**config.mk**
```make
export PLATFORM = sky130hd
export DESIGN_NAME = ecg_class_uart_tx
export DESIGN_NICKNAME = d
export VERILOG_FILES = /design/src/rtl/ecg_class_uart_tx.sv
export SDC_FILE = /design/constraint.sdc
export NUM_CORES = 1
export LEC_CHECK = 0
export CAP_MARGIN = 20
export CORE_ASPECT_RATIO = 1.25
export CORE_MARGIN = 5
export CORE_UTILIZATION = 40
export DETAILED_ROUTE_END_ITERATION = 12
export GPL_ROUTABILITY_DRIVEN = 0
export SYNTH_ARGS = -nofsm -noshare
export SYNTH_HDL_FRONTEND = slang
export SYNTH_SLANG_ARGS = --single-unit
```
**constraint.sdc**
```tcl
create_clock -name clk -period 3.6 [get_ports clk]
set_input_delay 0.54 -clock clk [delete_from_list [all_inputs] [get_ports clk]]
set_output_delay 0.54 -clock clk [all_outputs]
set_load 0.02 [all_outputs]
```
**src/rtl/ecg_class_uart_tx.sv**
```systemverilog
// ecg_class_uart_tx: buffers 3-bit class results, sends each as ASCII digit + LF over UART (ECG_UART_PARITY_EN adds even parity)
module ecg_class_uart_tx #(
    parameter int CLK_FREQ     = 50000000,
    parameter int BAUD         = 115200,
    parameter int CLKS_PER_BIT = CLK_FREQ / BAUD,
    parameter int FIFO_DEPTH   = 4
) (
    input  logic       clk,
    input  logic       rst_n,
    input  logic [2:0] class_in,
    input  logic       class_valid,
    output logic       tx,
    output logic       busy,
    output logic       fifo_full,
    output logic       overflow
);
    localparam int AW = $clog2(FIFO_DEPTH);
    localparam int BW = $clog2(CLKS_PER_BIT + 1);
    localparam logic [AW:0] FULL_CNT = (AW + 1)'(FIFO_DEPTH);
    localparam logic [BW-1:0] LAST_CLK = BW'(CLKS_PER_BIT - 1);

`ifdef ECG_UART_PARITY_EN
    typedef enum logic [2:0] {IDLE, START, DATA, PARITY, STOP} state_t;
`else
    typedef enum logic [2:0] {IDLE, START, DATA, STOP} state_t;
`endif

    state_t          state_q, state_d;
    logic [2:0]      mem_q [FIFO_DEPTH];
    logic [AW-1:0]   wr_q, wr_d, rd_q, rd_d;
    logic [AW:0]     cnt_q, cnt_d;
    logic [BW-1:0]   baud_q, baud_d;
    logic [2:0]      bit_q, bit_d;
    logic [7:0]      data_q, data_d;
    logic            lf_q, lf_d, tx_q, tx_d, busy_q, busy_d, ovf_q, ovf_d;
    logic            pop, push, bit_end;

    // a full FIFO still accepts when the head leaves on the same edge
    assign pop     = state_q == IDLE && cnt_q != '0;
    assign push    = class_valid && (cnt_q != FULL_CNT || pop);
    assign bit_end = baud_q == LAST_CLK;

    always_comb begin
        wr_d    = push ? wr_q + 1'b1 : wr_q;
        rd_d    = pop ? rd_q + 1'b1 : rd_q;
        cnt_d   = cnt_q + (AW + 1)'(push) - (AW + 1)'(pop);
        ovf_d   = ovf_q | (class_valid & ~push);
        state_d = state_q;
        baud_d  = baud_q;
        bit_d   = bit_q;
        data_d  = data_q;
        lf_d    = lf_q;
        busy_d  = busy_q;
        if (state_q == IDLE) begin
            busy_d = pop;
            if (pop) begin
                data_d  = {5'b00110, mem_q[rd_q]};
                lf_d    = 1'b0;
                baud_d  = '0;
                bit_d   = '0;
                state_d = START;
            end
        end else begin
            baud_d = bit_end ? '0 : baud_q + 1'b1;
            if (bit_end) begin
                unique case (state_q)
                    START: begin
                        bit_d   = '0;
                        state_d = DATA;
                    end
                    DATA: begin
                        bit_d = bit_q + 1'b1;
`ifdef ECG_UART_PARITY_EN
                        state_d = bit_q == 3'd7 ? PARITY : DATA;
                    end
                    PARITY: state_d = STOP;
`else
                        state_d = bit_q == 3'd7 ? STOP : DATA;
                    end
`endif
                    STOP: begin
                        data_d  = lf_q ? data_q : 8'h0A;
                        lf_d    = 1'b1;
                        busy_d  = !lf_q;
                        state_d = lf_q ? IDLE : START;
                    end
                    default: state_d = IDLE;
                endcase
            end
        end
`ifdef ECG_UART_PARITY_EN
        tx_d = state_q == START  ? 1'b0 :
               state_q == DATA   ? data_q[bit_q] :
               state_q == PARITY ? ^data_q : 1'b1;
`else
        tx_d = state_q == START ? 1'b0 :
               state_q == DATA  ? data_q[bit_q] : 1'b1;
`endif
    end

    always_ff @(posedge clk) begin
        if (push) mem_q[wr_q] <= class_in;
    end

    always_ff @(posedge clk or negedge rst_n) begin
        if (!rst_n) begin
            state_q <= IDLE;
            wr_q    <= '0;
            rd_q    <= '0;
            cnt_q   <= '0;
            baud_q  <= '0;
            bit_q   <= '0;
            data_q  <= '0;
            lf_q    <= 1'b0;
            tx_q    <= 1'b1;
            busy_q  <= 1'b0;
            ovf_q   <= 1'b0;
        end else begin
            state_q <= state_d;
            wr_q    <= wr_d;
            rd_q    <= rd_d;
            cnt_q   <= cnt_d;
            baud_q  <= baud_d;
            bit_q   <= bit_d;
            data_q  <= data_d;
            lf_q    <= lf_d;
            tx_q    <= tx_d;
            busy_q  <= busy_d;
            ovf_q   <= ovf_d;
        end
    end

    assign tx        = tx_q;
    assign busy      = busy_q;
    assign fifo_full = cnt_q == FULL_CNT;
    assign overflow  = ovf_q;
endmodule

```
### Yosys cells after proc, flatten, opt, wreduce, memory -nomap -nowiden

Memory sizes are Yosys's and may differ from the RTL's.
Index checks and enable logic that the tools add are counted.

| storage, ports and cells | value |
|---|---|
| flip-flop bits (word level) | 34 |
| bits in writable memories | 12 |
| output and inout bits | 4 |
| logic and storage cells | 76 |
| memories kept | 1 |

Memory list:

| name | depth | bits a word | rd ports | clocked after Yosys merged registers in | wr ports | line | text |
|---|---|---|---|---|---|---|---|
| mem_q | 4 | 3 | 1 | 0 | 1 | 29 | `logic [2:0] mem_q [FIFO_DEPTH];` |

| operators by class | value |
|---|---|
| add/sub/neg operators | 6 |
| order comparisons | 1 |
| equality and inequality tests | 9 |
| muxes and demuxes | 31 |
| bitwise operators | 3 |
| reductions and logical operators | 14 |

Operators with widths:

| kind | count |
|---|---|
| 2-to-1 mux 8 bit | 5 |
| 2-to-1 mux 9 bit | 3 |
| 2-to-1 mux 3 bit | 6 |
| 2-to-1 mux 1 bit | 14 |
| adder 9 x 1 -> 9 bit, second input constant | 1 |
| equality test 9 bit, second input constant | 1 |
| equality test 3 x 2 -> 1 bit, second input constant | 2 |
| equality test 3 bit, second input constant | 2 |
| one-hot mux 2 bit (3 select lines) | 1 |
| one-hot mux 3 bit (2 select lines) | 1 |
| AND reduction 3 bit | 2 |
| nonzero test 3 bit | 2 |
| adder 2 x 1 -> 2 bit, second input constant | 2 |
| < comparator 3 x 4 -> 1 bit, second input constant | 1 |
| AND reduction 2 bit | 2 |
| AND reduction 4 bit | 1 |
| nonzero test 2 bit | 2 |
| adder 3 x 1 -> 3 bit | 1 |
| adder 3 x 1 -> 3 bit, second input constant | 1 |
| binary-select mux 1 bit (select 3 bit) | 1 |
| equality test 3 x 1 -> 1 bit, second input constant | 1 |
| logical NOT 3 bit | 1 |
| != test 3 bit, second input constant | 1 |
| subtractor 3 x 1 -> 3 bit | 1 |
| other kinds (8) | 9 |

### Depth between registers and ports, before layout

| depth | value |
|---|---|
| depth after elaboration | 7 |
| depth in mapped cells | 12 |

### Worst setup path after synthesis

No wires, ideal clock.

| timing | value |
|---|---|
| path kind | flip-flop to flip-flop |
| start point | reg state_q[0] |
| end point | reg cnt_q[2] |
| setup time | 123 ps |
| arrival time | 2289 ps |
| required time | 3477 ps |
| path slack | 1188 ps |
| cell stages (with the launch flop) | 13 |
| buffers on the path | 2 |
| clock period less this slack | 2412 ps |
| cell sequence | dfrtp_1 > inv_1 > ha_1 > buf_6 > o31ai_4 > buf_2 > inv_1 > ha_1 > inv_1 > ha_1 > fa_1 > xnor2_1 > xnor2_1 |

| between the ends | value |
|---|---|
| longest elaborated chain between the ends | 6 |

Ends and longest elaborated chain:

| element | line | text |
|---|---|---|
| start, declared | 28 | `state_t state_q, state_d;` |
| start signal, assigned | 119 | `state_q <= state_d;` |
| logical NOT 3 bit * | 39 | `assign pop = state_q == IDLE && cnt_q != '0;` |
| logical AND 1 bit * | 39 |  |
| via pop | 36 | `logic pop, push, bit_end;` |
| logical OR 1 bit | 40 | `assign push = class_valid && (cnt_q != FULL_CNT \|\| pop);` |
| logical AND 1 bit | 40 |  |
| adder 3 x 1 -> 3 bit | 46 | `cnt_d = cnt_q + (AW + 1)'(push) - (AW + 1)'(pop);` |
| subtractor 3 x 1 -> 3 bit * | 46 |  |
| via cnt_d[2] | 31 | `logic [AW:0] cnt_q, cnt_d;` |
| end signal, assigned | 122 | `cnt_q <= cnt_d;` |
| end, declared | 31 |  |

The timed path passes the listed nets; every way through them passes the cells marked *.
A chain may end at the register's enable or synchronous reset.

### Worst setup path in the final report

| timing | value |
|---|---|
| start point | reg state_q[0] |
| end point | reg cnt_q[2] |

| between the ends | value |
|---|---|
| longest elaborated chain between the ends | 6 |

Ends and longest elaborated chain:

| element | line |
|---|---|
| logical NOT 3 bit * | 39 |
| logical AND 1 bit * | 39 |
| logical OR 1 bit | 40 |
| logical AND 1 bit | 40 |
| adder 3 x 1 -> 3 bit | 46 |
| subtractor 3 x 1 -> 3 bit * | 46 |
| via cnt_d[2] | 31 |

Marks and branches as above.

==> results.yml <==
clocking:
  cts_buffers: 5
  clock_sinks: 42
  root_buffer: "clkbuf_8"
  hold_buffers: 0
  post_cts_buffers: 0
  clock_latency_ns: 0.30
  cts_resized: 0
  cts_buffer_depth: 2
  tritoncts: "done"
  h-tree-depth: 2
  clk_pin_slew_ns: 0.09
synth:
  ys_seq_area_share_pct: 48.26
  synth_nets: 207
  yosysWarnings: 0
  synth_flop_cell: "dfrtp_1"
  avgSynthCellArea_um2: 12.53
  synth-async-reset-ratio_pct: 71.43
  synthCells: 184
  synthDistinctLibCells: 52
  synth_edf_count: 12
  ys_ff_latch: 42
  syn_area_um2: 2305
timing:
  max_freq_ghz: 0.3944
  fin_ws_ns: 1.065
  grt_setup_unrepaired: "false"
  fin_crit_sh_pct: 70.43
  relSlewSlack_pct: 63.11
  tightest_slew_ns: 0.5511
  setup_tns_ns: 0
  slew_violations: 0
  finalHoldViolCount: 0
  finalCriticalPeriod_ns: 2.535
  setup_violations: 0
  finalClockSkew_ns: 0.005052
cells_and_area:
  utilization_pct: 44.31
  final_nets: 217
  fillers: 536
  multiInputGateArea_um2: 1089
  final_common_cell: "dfrtp_1"
  n_antenna_cell: 0
  syn2layout_area_growth_pct: 9.609
  seqCellArea_um2: 1112
  fin_cells: 261
  layout_common_cells: "29 x dfrtp_1, 16 x ha_1, 14 x o21ai_0, 12 x inv_1, 12 x edfxtp_1"
  layout-drive-gt1-share_pct: 12.31
placed_design:
  pre_cts_slack_ns: 0.9423
  placed_cells: 253
  place_hpwl_um: 2767
  port-buffer-count: 9
grt:
  grt_max_degree: 31
  overflow: 0
  grtUsageTotal_pct: 11.69
  grt_pass1_vias: 1422
  grt_pass1_wl_um: 6817
  antenna_found_initial: 0
power_and_ir_drop:
  vdd_drop_max_v: 0.0002803
  p_int_mw: 0.8023
  switching_share_pct: 30.05
  seq_power_share_pct: 54.3
  p_leak_nw: 1.023
  p_switching_mw: 0.3447
  finalPower_mw: 1.147
  p_clk_share_pct: 27.7
  p_per_area_nw_per_um2: 454.0
  p_comb_share_pct: 17.9
setup_path:
  crit_arrival_ns: 2.76
  cp-end-kind: "flip-flop"
  worst-setup-path-type: "reg2reg"
  path_max_fanout: 7
  cp-start-kind: "flip-flop"
  r2r_slack_ns: 1.06
  critPathRequiredTime_ns: 3.82
drt:
  drt_iter0_drc: 84
  drt_pass1_iterations: 4
  drcViolationCount: 0
  vias: 1404
  wire_per_inst_um: 15.06
  vias_per_cell: 5.379
  ant_nets: 0
  wl_um: 3930
floorplan:
  row_count: 31
  initial_core_util_pct: 40.42
  coreArea_um2: 5702
  io_pins: 10
  die_w_um: 77.89
  die_area_um2: 7389
  die_h_um: 94.87
outcome:
  status: "finished, final reports clean"
min_path:
  min_path_type: "reg2reg"
flow_run:
  max_cap_viol_count: 0
synthesized netlist by cell type (3+ instances only):
| master | count | share of area, % |
|---|---|---|
| a21oi_1 | 3 | 0.65 |
| a32oi_1 | 3 | 1.1 |
| and2_1 | 4 | 1.1 |
| buf_2 | 5 | 1.1 |
| buf_6 | 3 | 1.5 |
| dfrtp_1 | 29 | 31 |
| edfxtp_1 | 12 | 16 |
| ha_1 | 16 | 8.7 |
| inv_1 | 12 | 2.0 |
| mux2_2 | 3 | 1.5 |
| nand2_1 | 11 | 1.8 |
| nand2b_1 | 4 | 1.1 |
| nand3_1 | 4 | 0.87 |
| nor2_1 | 3 | 0.49 |
| o211ai_1 | 3 | 0.98 |
| o21ai_0 | 14 | 3.0 |
| or3_1 | 3 | 0.81 |
| or4_1 | 3 | 0.98 |
| xnor2_1 | 5 | 1.9 |
sequential cells by signal (all words and copies together) (netlist names):
signal / cells
baud_q: 9
bit_q: 3
busy: 1
cnt_q: 3
data_q: 5
lf_q: 1
mem_q: 12
overflow: 1
rd_q: 2
state_q: 2
tx: 1
wr_q: 2
cells by family (layout without fill, tap and decap cells):
kind of cell             after synthesis  after routing  share of synthesized area (%)
AND/OR/NAND/NOR                       53             53                          17.48
multiplexers                           7              7                          5.700
flip-flops                            42             42                          48.26
adder cells (fa/ha/maj)               17             17                          9.555
AO/OA/AOI/OAI                         39             39                          12.21
XOR/XNOR                               6              6                          2.280
buffers and inverters                 20             31                          4.506
power by group through the flow:
stage | clock network [mW] | registers, mW | logic (mW)
floorplan | 0 | 0.629 | 0.140
global placement | 0 | 0.632 | 0.200
detailed placement | 0 | 0.635 | 0.211
CTS | 0.330 | 0.625 | 0.213
global route | 0.344 | 0.634 | 0.234
finish | 0.318 | 0.623 | 0.205
routing by layer:
| metal | global-route usage, % | part of all wire [%] | vias to the layer above |
|---|---|---|---|
| met1 | 14.53 | 47 | 676 |
| li1 | - | - | 705 |
| met4 | 5.493 | 2.2 | 0 |
| met3 | 2.767 | 3.2 | 7 |
| met5 | 0 | 0 | - |
| met2 | 19.15 | 48 | 16 |
per-stage QoR:
stage                     hold WS [ns]  instance area, um2
after floorplan                 0.2444                2305
after global placement          0.4570                2434
after detailed placement        0.4523                2434
after CTS                       0.4827                2526
after global routing            0.4989                2526
final                           0.4746                2526
final timing paths:
kind,startpoint,end,cells past startpoint
min in group asynchronous,rst_n,data_q[3],2
max reg2reg,state_q[0],cnt_q[2],11
max,state_q[0],cnt_q[2],11
min reg2reg,overflow,overflow,1
min,overflow,overflow,1
max in group asynchronous,rst_n,tx,2
layout make-up:
cell class | instances | area share, %
clock buffer | 5 | 2.724
clock inverter | 3 | 0.9411
inverter | 12 | 1.783
multi-input combinational | 122 | 43.09
sequential | 42 | 44.03
tap | 66 | 3.269
timing repair buffer | 11 | 4.160
critical path, cell delays in order, from the launching register on:
cell and delay (ns):
dfrtp_1 0.42, inv_1 0.13, ha_1 0.30, nor4b_4 0.09, nor2b_2 0.25, inv_1 0.07, ha_1 0.27, inv_1 0.04
ha_1 0.19, fa_1 0.39, xnor2_1 0.18, xnor2_1 0.14
Power figures use the tool's default switching activity.
